[config.mk]
export PLATFORM = sky130hd
export DESIGN_NAME = array_bubble_sort
export DESIGN_NICKNAME = d
export VERILOG_FILES = /design/src/rtl/array_sort_pkg.sv /design/src/rtl/array_bubble_sort_control.sv /design/src/rtl/array_bubble_sort.sv
export SDC_FILE = /design/constraint.sdc
export NUM_CORES = 1
export LEC_CHECK = 0
export ABC_AREA = 1
export CAP_MARGIN = 20
export CORE_ASPECT_RATIO = 0.7
export CORE_MARGIN = 10
export CORE_UTILIZATION = 59
export DETAILED_ROUTE_END_ITERATION = 7
export PLACE_DENSITY = 0.86
export SYNTH_ARGS = -nofsm -noshare
export SYNTH_HDL_FRONTEND = slang
export SYNTH_SLANG_ARGS = --single-unit
[constraint.sdc]
create_clock -name clock -period 4.5 [get_ports clock]
set_input_delay 0.675 -clock clock [delete_from_list [all_inputs] [get_ports clock]]
set_output_delay 0.675 -clock clock [all_outputs]
set_load 0.05 [all_outputs]
[src/rtl/array_sort_pkg.sv]
`default_nettype none
// ============================================================================
//  Module      : array_sort_pkg
//  Description : Shared definitions for the array sort checker and the
//                in-place bubble sorter: element byte stride, one-hot state
//                encoding and the bit index of each state in that encoding.
//  Revision    : 1.0  initial release
// ============================================================================
package array_sort_pkg;

    // Byte distance between consecutive array elements.
    localparam int ELEM_BYTES = 4;

    // One-hot state register width and the bit owned by each state.
    localparam int ST_W         = 7;
    localparam int IDLE_IDX     = 0;
    localparam int PREP_IDX     = 1;
    localparam int COMPARE_IDX  = 2;
    localparam int SWAP_LO_IDX  = 3;
    localparam int SWAP_HI_IDX  = 4;
    localparam int PASS_END_IDX = 5;
    localparam int DONE_IDX     = 6;

    typedef enum logic [ST_W-1:0] {
        ST_IDLE     = 7'b000_0001,
        ST_PREP     = 7'b000_0010,
        ST_COMPARE  = 7'b000_0100,
        ST_SWAP_LO  = 7'b000_1000,
        ST_SWAP_HI  = 7'b001_0000,
        ST_PASS_END = 7'b010_0000,
        ST_DONE     = 7'b100_0000
    } state_t;

endpackage : array_sort_pkg
`default_nettype wire

[src/rtl/array_bubble_sort_control.sv]
`default_nettype none
// ============================================================================
//  Module      : array_bubble_sort_control
//  Description : Sequencer for the bubble sorter. Holds the one-hot state
//                register, the next-state equations and the decode of the
//                datapath strobes.
//  Ports       : clock, reset        - clock, synchronous active-high reset
//                go                  - level-sensitive start request
//                inversion           - current pair is out of order (signed)
//                last_pair           - current pair is the last one of the pass
//                short_array         - requested length is below two
//                swapped             - a swap occurred in the current pass
//                last_pass           - shrinking the bound would leave < 2
//                busy, done          - handshake status
//                wr_en, wr_hi        - write strobe, select upper-element write
//                load                - (re)initialise datapath from the inputs
//                compare             - drive addresses, capture the pair
//                set_swap            - mark swap, bump swap counter
//                advance_i           - step to the next pair
//                restart_pass        - shrink bound, rewind to the first pair
//  Revision    : 1.0  initial release
// ============================================================================
module array_bubble_sort_control
    import array_sort_pkg::*;
(
    input  logic clock,
    input  logic reset,
    input  logic go,
    input  logic inversion,
    input  logic last_pair,
    input  logic short_array,
    input  logic swapped,
    input  logic last_pass,
    output logic busy,
    output logic done,
    output logic wr_en,
    output logic wr_hi,
    output logic load,
    output logic compare,
    output logic set_swap,
    output logic advance_i,
    output logic restart_pass
);

    state_t r_state;
    state_t w_next;

    always_ff @(posedge clock) begin
        if (reset) begin
            r_state <= ST_IDLE;
        end else begin
            r_state <= w_next;
        end
    end

    always_comb begin
        w_next       = r_state;
        advance_i    = 1'b0;
        restart_pass = 1'b0;

        case (r_state)
            ST_IDLE: begin
                if (go) w_next = ST_PREP;
            end
            ST_PREP: begin
                if (!go) w_next = short_array ? ST_DONE : ST_COMPARE;
            end
            ST_COMPARE: begin
                if (inversion) begin
                    w_next = ST_SWAP_LO;
                end else if (last_pair) begin
                    w_next = ST_PASS_END;
                end else begin
                    advance_i = 1'b1;
                end
            end
            ST_SWAP_LO: begin
                w_next = ST_SWAP_HI;
            end
            ST_SWAP_HI: begin
                if (last_pair) begin
                    w_next = ST_PASS_END;
                end else begin
                    w_next    = ST_COMPARE;
                    advance_i = 1'b1;
                end
            end
            ST_PASS_END: begin
                if (!swapped || last_pass) begin
                    w_next = ST_DONE;
                end else begin
                    w_next       = ST_COMPARE;
                    restart_pass = 1'b1;
                end
            end
            ST_DONE: begin
                if (go) w_next = ST_PREP;
            end
            default: begin
                w_next = ST_IDLE;
            end
        endcase

        // Initialising on PREP entry as well clears swap_count in the first
        // PREP cycle after a restart, not one cycle later.
        load     = r_state[PREP_IDX] || (w_next == ST_PREP);
        compare  = r_state[COMPARE_IDX];
        set_swap = r_state[SWAP_LO_IDX];
        wr_hi    = r_state[SWAP_HI_IDX];
        wr_en    = r_state[SWAP_LO_IDX] | r_state[SWAP_HI_IDX];
        busy     = r_state[PREP_IDX]    | r_state[COMPARE_IDX] |
                   r_state[SWAP_LO_IDX] | r_state[SWAP_HI_IDX] |
                   r_state[PASS_END_IDX];
        done     = r_state[DONE_IDX];
    end

endmodule : array_bubble_sort_control
`default_nettype wire

[src/rtl/array_bubble_sort.sv]
`default_nettype none
// ============================================================================
//  Module      : array_bubble_sort
//  Description : In-place ascending signed bubble sort of a word array in a
//                memory with two combinational read ports and one synchronous
//                write port. Swaps take two write cycles (lower then upper).
//  Ports       : clock, reset              - clock, sync active-high reset
//                go                        - level-sensitive start request
//                array_base, array_length  - array location / element count
//                mem_addr_a, mem_addr_b    - read addresses of pair (i, i+1)
//                mem_data_a, mem_data_b    - combinational read data
//                mem_wr_en/addr/data       - write port
//                busy, done                - handshake status
//                swap_count                - swaps in current or last sort
//  Revision    : 1.0  initial release
// ============================================================================
module array_bubble_sort
    import array_sort_pkg::*;
#(
    parameter int ADDR_W = 32,
    parameter int DATA_W = 32
) (
    input  logic              clock,
    input  logic              reset,
    input  logic              go,
    input  logic [ADDR_W-1:0] array_base,
    input  logic [31:0]       array_length,
    output logic [ADDR_W-1:0] mem_addr_a,
    output logic [ADDR_W-1:0] mem_addr_b,
    input  logic [DATA_W-1:0] mem_data_a,
    input  logic [DATA_W-1:0] mem_data_b,
    output logic              mem_wr_en,
    output logic [ADDR_W-1:0] mem_wr_addr,
    output logic [DATA_W-1:0] mem_wr_data,
    output logic              busy,
    output logic              done,
    output logic [31:0]       swap_count
);

    localparam logic [ADDR_W-1:0] C_STRIDE = ADDR_W'(ELEM_BYTES);

    logic [ADDR_W-1:0] r_base;
    logic [31:0]       r_i;
    logic [31:0]       r_bound;
    logic [DATA_W-1:0] r_hi;
    logic [DATA_W-1:0] r_lo;
    logic              r_swapped;
    logic [31:0]       r_swap_count;
    logic [ADDR_W-1:0] r_hold_a;
    logic [ADDR_W-1:0] r_hold_b;

    logic [ADDR_W-1:0] w_addr_a;
    logic [ADDR_W-1:0] w_addr_b;
    logic              w_inversion;
    logic              w_last_pair;
    logic              w_short_array;
    logic              w_last_pass;
    logic              w_wr_hi;
    logic              w_load;
    logic              w_compare;
    logic              w_set_swap;
    logic              w_advance_i;
    logic              w_restart_pass;

    // Address adders; wrap modulo 2^ADDR_W is intentional.
    assign w_addr_a = r_base + ADDR_W'(r_i) * C_STRIDE;
    assign w_addr_b = w_addr_a + C_STRIDE;

    assign w_inversion   = $signed(mem_data_a) > $signed(mem_data_b);
    assign w_last_pair   = (r_i + 32'd2) == r_bound;
    // The exit decision is taken in the PREP cycle itself, so the live
    // length is what counts here.
    assign w_short_array = array_length < 32'd2;
    // bound is at least 2 whenever PASS_END is reached, so no underflow.
    assign w_last_pass   = (r_bound - 32'd1) < 32'd2;

    array_bubble_sort_control u_control (
        .clock        (clock),
        .reset        (reset),
        .go           (go),
        .inversion    (w_inversion),
        .last_pair    (w_last_pair),
        .short_array  (w_short_array),
        .swapped      (r_swapped),
        .last_pass    (w_last_pass),
        .busy         (busy),
        .done         (done),
        .wr_en        (mem_wr_en),
        .wr_hi        (w_wr_hi),
        .load         (w_load),
        .compare      (w_compare),
        .set_swap     (w_set_swap),
        .advance_i    (w_advance_i),
        .restart_pass (w_restart_pass)
    );

    always_ff @(posedge clock) begin
        if (reset) begin
            r_base       <= '0;
            r_i          <= '0;
            r_bound      <= '0;
            r_hi         <= '0;
            r_lo         <= '0;
            r_swapped    <= 1'b0;
            r_swap_count <= '0;
            r_hold_a     <= array_base;
            r_hold_b     <= array_base + C_STRIDE;
        end else begin
            if (w_load) begin
                r_base       <= array_base;
                r_bound      <= array_length;
                r_i          <= '0;
                r_swapped    <= 1'b0;
                r_swap_count <= '0;
            end else begin
                if (w_restart_pass) begin
                    r_bound   <= r_bound - 32'd1;
                    r_i       <= '0;
                    r_swapped <= 1'b0;
                end else if (w_advance_i) begin
                    r_i <= r_i + 32'd1;
                end
                if (w_set_swap) begin
                    r_swapped    <= 1'b1;
                    r_swap_count <= r_swap_count + 32'd1;
                end
            end
            if (w_compare) begin
                r_hi     <= mem_data_a;
                r_lo     <= mem_data_b;
                r_hold_a <= w_addr_a;
                r_hold_b <= w_addr_b;
            end
        end
    end

    // Read addresses are live only while comparing; elsewhere they hold.
    assign mem_addr_a  = w_compare ? w_addr_a : r_hold_a;
    assign mem_addr_b  = w_compare ? w_addr_b : r_hold_b;
    assign mem_wr_addr = w_wr_hi ? w_addr_b : w_addr_a;
    assign mem_wr_data = w_wr_hi ? r_hi : r_lo;
    assign swap_count  = r_swap_count;

endmodule : array_bubble_sort
`default_nettype wire
==> results.sh <==
export IMPL_status="finished clean"
export IMPL_grt_pass1_vias=20800
export IMPL_grt_total_usage=0.383
export IMPL_die_x_um=234
export IMPL_synth_top_area_share=0.278
export IMPL_path_class="register to output port"
export IMPL_num_vias=22900
export IMPL_async_flop_share=0
export IMPL_crit_arrival_ns=3.75
export IMPL_port_buffer_count=293
export IMPL_grt_ovfl_total=0
export IMPL_grt_first_pass_wirelength_um=121000
export IMPL_crit_top_cell="xor2_1"
export IMPL_cts_sinks=264
export IMPL_clockPowerShare=0.317
export IMPL_synth_edff_count=0
export IMPL_start_kind="register"
export IMPL_antenna_found_initial=10
export IMPL_yosysWarnings=0
export IMPL_crit_fanout=8
export IMPL_ys_types=49
export IMPL_coreArea_um2=31400
export IMPL_dp_cells=3741
export IMPL_fin_skew_ns=0.0183
export IMPL_drt_wl_total_um=81600
export IMPL_setup_viol=0
export IMPL_syn_num_nets=3316
export IMPL_p_int_uw=4660
export IMPL_synth_cells=3117
export IMPL_synth_ff_type="dfxtp_1"
export IMPL_areaGrowthSynthToFinish_pct=25.7
export IMPL_cts_htree_levels=1
export IMPL_power_density_nw_per_um2=321
export IMPL_end_kind="output port"
export IMPL_n_fill_cell=2421
export IMPL_slowest_stage="fa_2"
export IMPL_firstDrtPassIters=7
export IMPL_hp_class="input pin to register"
export IMPL_path_buf_inv=2
export IMPL_dpl_hpwl_um=62800
export IMPL_die_area_um2=39900
export IMPL_path_cells="ha_4 -> fa_2 -> nand3_2 -> nand3_4 -> xor2_1 -> inv_1 -> nor2_1 -> nand3_1 -> nor3b_2 -> xor2_1 -> mux2i_1 -> buf_4"
export IMPL_start_util=0.605
export IMPL_die_h_um=170
export IMPL_avgRoutedWirePerCell_um=21.4
export IMPL_p_total_uw=7650
export IMPL_rows=54
export IMPL_fmax_mhz=226
export IMPL_post_route_period_util=0.983
export IMPL_period_needed_ns=4.42
export IMPL_synth_largest_area_cell="dfxtp_1"
export IMPL_synth_most_common_cell="nand2_1"
export IMPL_cts_tree="done"
export IMPL_combPwrFrac=0.338
export IMPL_hold_violations=0
export IMPL_hold_buffers=0
export IMPL_grt_max_degree=116
export IMPL_finalNonFillerCells=3810
export IMPL_max_stage_delay_ns=0.44
export IMPL_first_iter_violations=3642
export IMPL_cts_path_max_buffers=3
export IMPL_swShare=0.392
export IMPL_route_detailed_drc=0
export IMPL_cts_made_buffers=28
export IMPL_antenna_left=0
export IMPL_cap_violations=0
export IMPL_netSwitchingPower_uw=3000
export IMPL_leakagePower_uw=0.0109
export IMPL_nets=3557
export IMPL_clk_pin_slew_ns=0.07
export IMPL_layout_drive_gt1_share=0.0894
export IMPL_synth_area_um2=19000
export IMPL_clk_latency_ns=0.59
export IMPL_sequentialPowerShare=0.344
export IMPL_yosysSeqAreaShare=0.278
export IMPL_routed_via_density=6.02
export IMPL_synth_area_per_cell_um2=6.09
export IMPL_maxSlewHeadroom=0.308
export IMPL_ys_seq_elements=264
export IMPL_cp_top_family="simple AND/OR/NAND/NOR gates"
export IMPL_num_io_pins=294
export IMPL_netlist_top_cells_count="960 x nand2_1, 361 x nor2_1, 337 x inv_1, 264 x dfxtp_1, 219 x o21ai_0"
export IMPL_place_gp_congestion=1.12
export IMPL_slew_violations=0
export IMPL_cp_required_ns=3.83
export IMPL_max_vdd_ir_drop_mv=0.420
export IMPL_tightest_slew_ns=1.04
export IMPL_finalSetupTns_ns=0
export IMPL_ys_top_cells_by_area="dfxtp_1 28%, nand2_1 19%, nor2_1 7.1%"
export IMPL_root_buffer="clkbuf_16"
## routing by layer
metal,part of all wire,vias up,track usage
li1,-,10500,-
met4,0.042,0,0.129
met5,0,-,0
met3,0.15,235,0.127
met1,0.39,10500,0.519
met2,0.41,1752,0.559
## final timing paths
| kind | startpoint | slack (ns) | endpoint | cells past startpoint |
|---|---|---|---|---|
| hold reg to reg | r_hold_b[15] | 0.50 | r_hold_b[15] | 2 |
| hold / removal | reset | 0.44 | r_base[20] | 4 |
| setup reg to reg | r_bound[12] | 0.86 | r_bound[23] | 15 |
| setup / recovery | r_i[0] | 0.08 | mem_wr_addr[13] | 12 |
## cell usage in the layout, fill, tap and decap left out, drive strengths merged
cell,count
and3,2
dlygate4sd2,5
clkinv,15
nand2,967
nor3,48
mux2i,1
clkdlybuf4s50,231
bufinv,2
a21o,2
inv,340
dfxtp,264
nand3,178
xor2,124
a21boi,2
fa,1
o211ai,37
buf,97
nand4,64
a21oi,153
dlymetal6s2s,4
xnor2,36
o21bai,1
and2,15
a31oi,17
nor4,22
xnor3,1
nand3b,10
o21a,5
clkinvlp,2
nor3b,5
nor2,379
ha,67
clkbuf,35
diode,11
or2,21
o21ai,225
a31o,1
## kinds of logic (layout without fill, tap and decap cells)
family | count (synthesis) | count (layout) | synth area share
and+or+nand+nor | 1711 | 1711 | 0.380
xor gates and xnor gates | 161 | 161 | 0.0758
DFF | 264 | 264 | 0.278
buffers and inverters | 469 | 731 | 0.0959
AOI/OAI and AO/OA | 443 | 443 | 0.125
other | 0 | 11 | 0
muxes | 1 | 1 | 0.000527
adders and majority gates | 68 | 68 | 0.0452
## what timing repair did
item                       in CTS  in global routing
buffers inserted                1                  4
setup endpoints to repair      50                 64
hold endpoints to repair        0                  0
gates resized for setup        29                 86
pin swaps                       1                  5
## power groups by stage
stage                     Combinational [uW]  Clock, uW  Sequential [uW]
after floorplan                         1550          0             2610
after global placement                  2380          0             2660
after detailed placement                2420          0             2670
after CTS                               2450       2410             2620
after global routing                    2730       2500             2640
final                                   2590       2430             2640
## state kept, by name (all words and copies together) (netlist names)
register           flops
r_i                   32
swap_count            32
r_lo                  32
r_hold_a              32
r_hi                  32
r_swapped              1
r_hold_b              32
r_base                32
r_bound               32
u_control.r_state      7
## cell type report
cell class	instances	area, um^2	share of cell area
multi-input cells	2384	12300	0.514
flip-flops and latches	264	5310	0.222
repair buffers	337	3510	0.147
inverters	343	1290	0.0541
clock buffers	35	757	0.0317
well taps	420	526	0.0220
clock inverters	16	178	0.00744
diodes	11	27.5	0.00115
## through the flow
stage / area [um^2] / setup slack (ns) / utilization / hold WS, ns
2_1_floorplan: 19000 / 0.418 / - / 0.455
3_3_place_gp: 22400 / 0.405 / 0.714 / 0.466
3_5_place_dp: 22400 / 0.341 / 0.714 / 0.481
4_1_cts: 23500 / -0.00731 / 0.747 / 0.499
5_1_grt: 23900 / -0.0331 / 0.760 / 0.446
6_report: 23900 / 0.0785 / 0.760 / 0.435
## worst min-delay path, stage by stage
cell and delay, ns:
buf_2 0.11, inv_4 0.07, o21ai_0 0.08, a21oi_1 0.04
(Power assumes the default switching activity.)
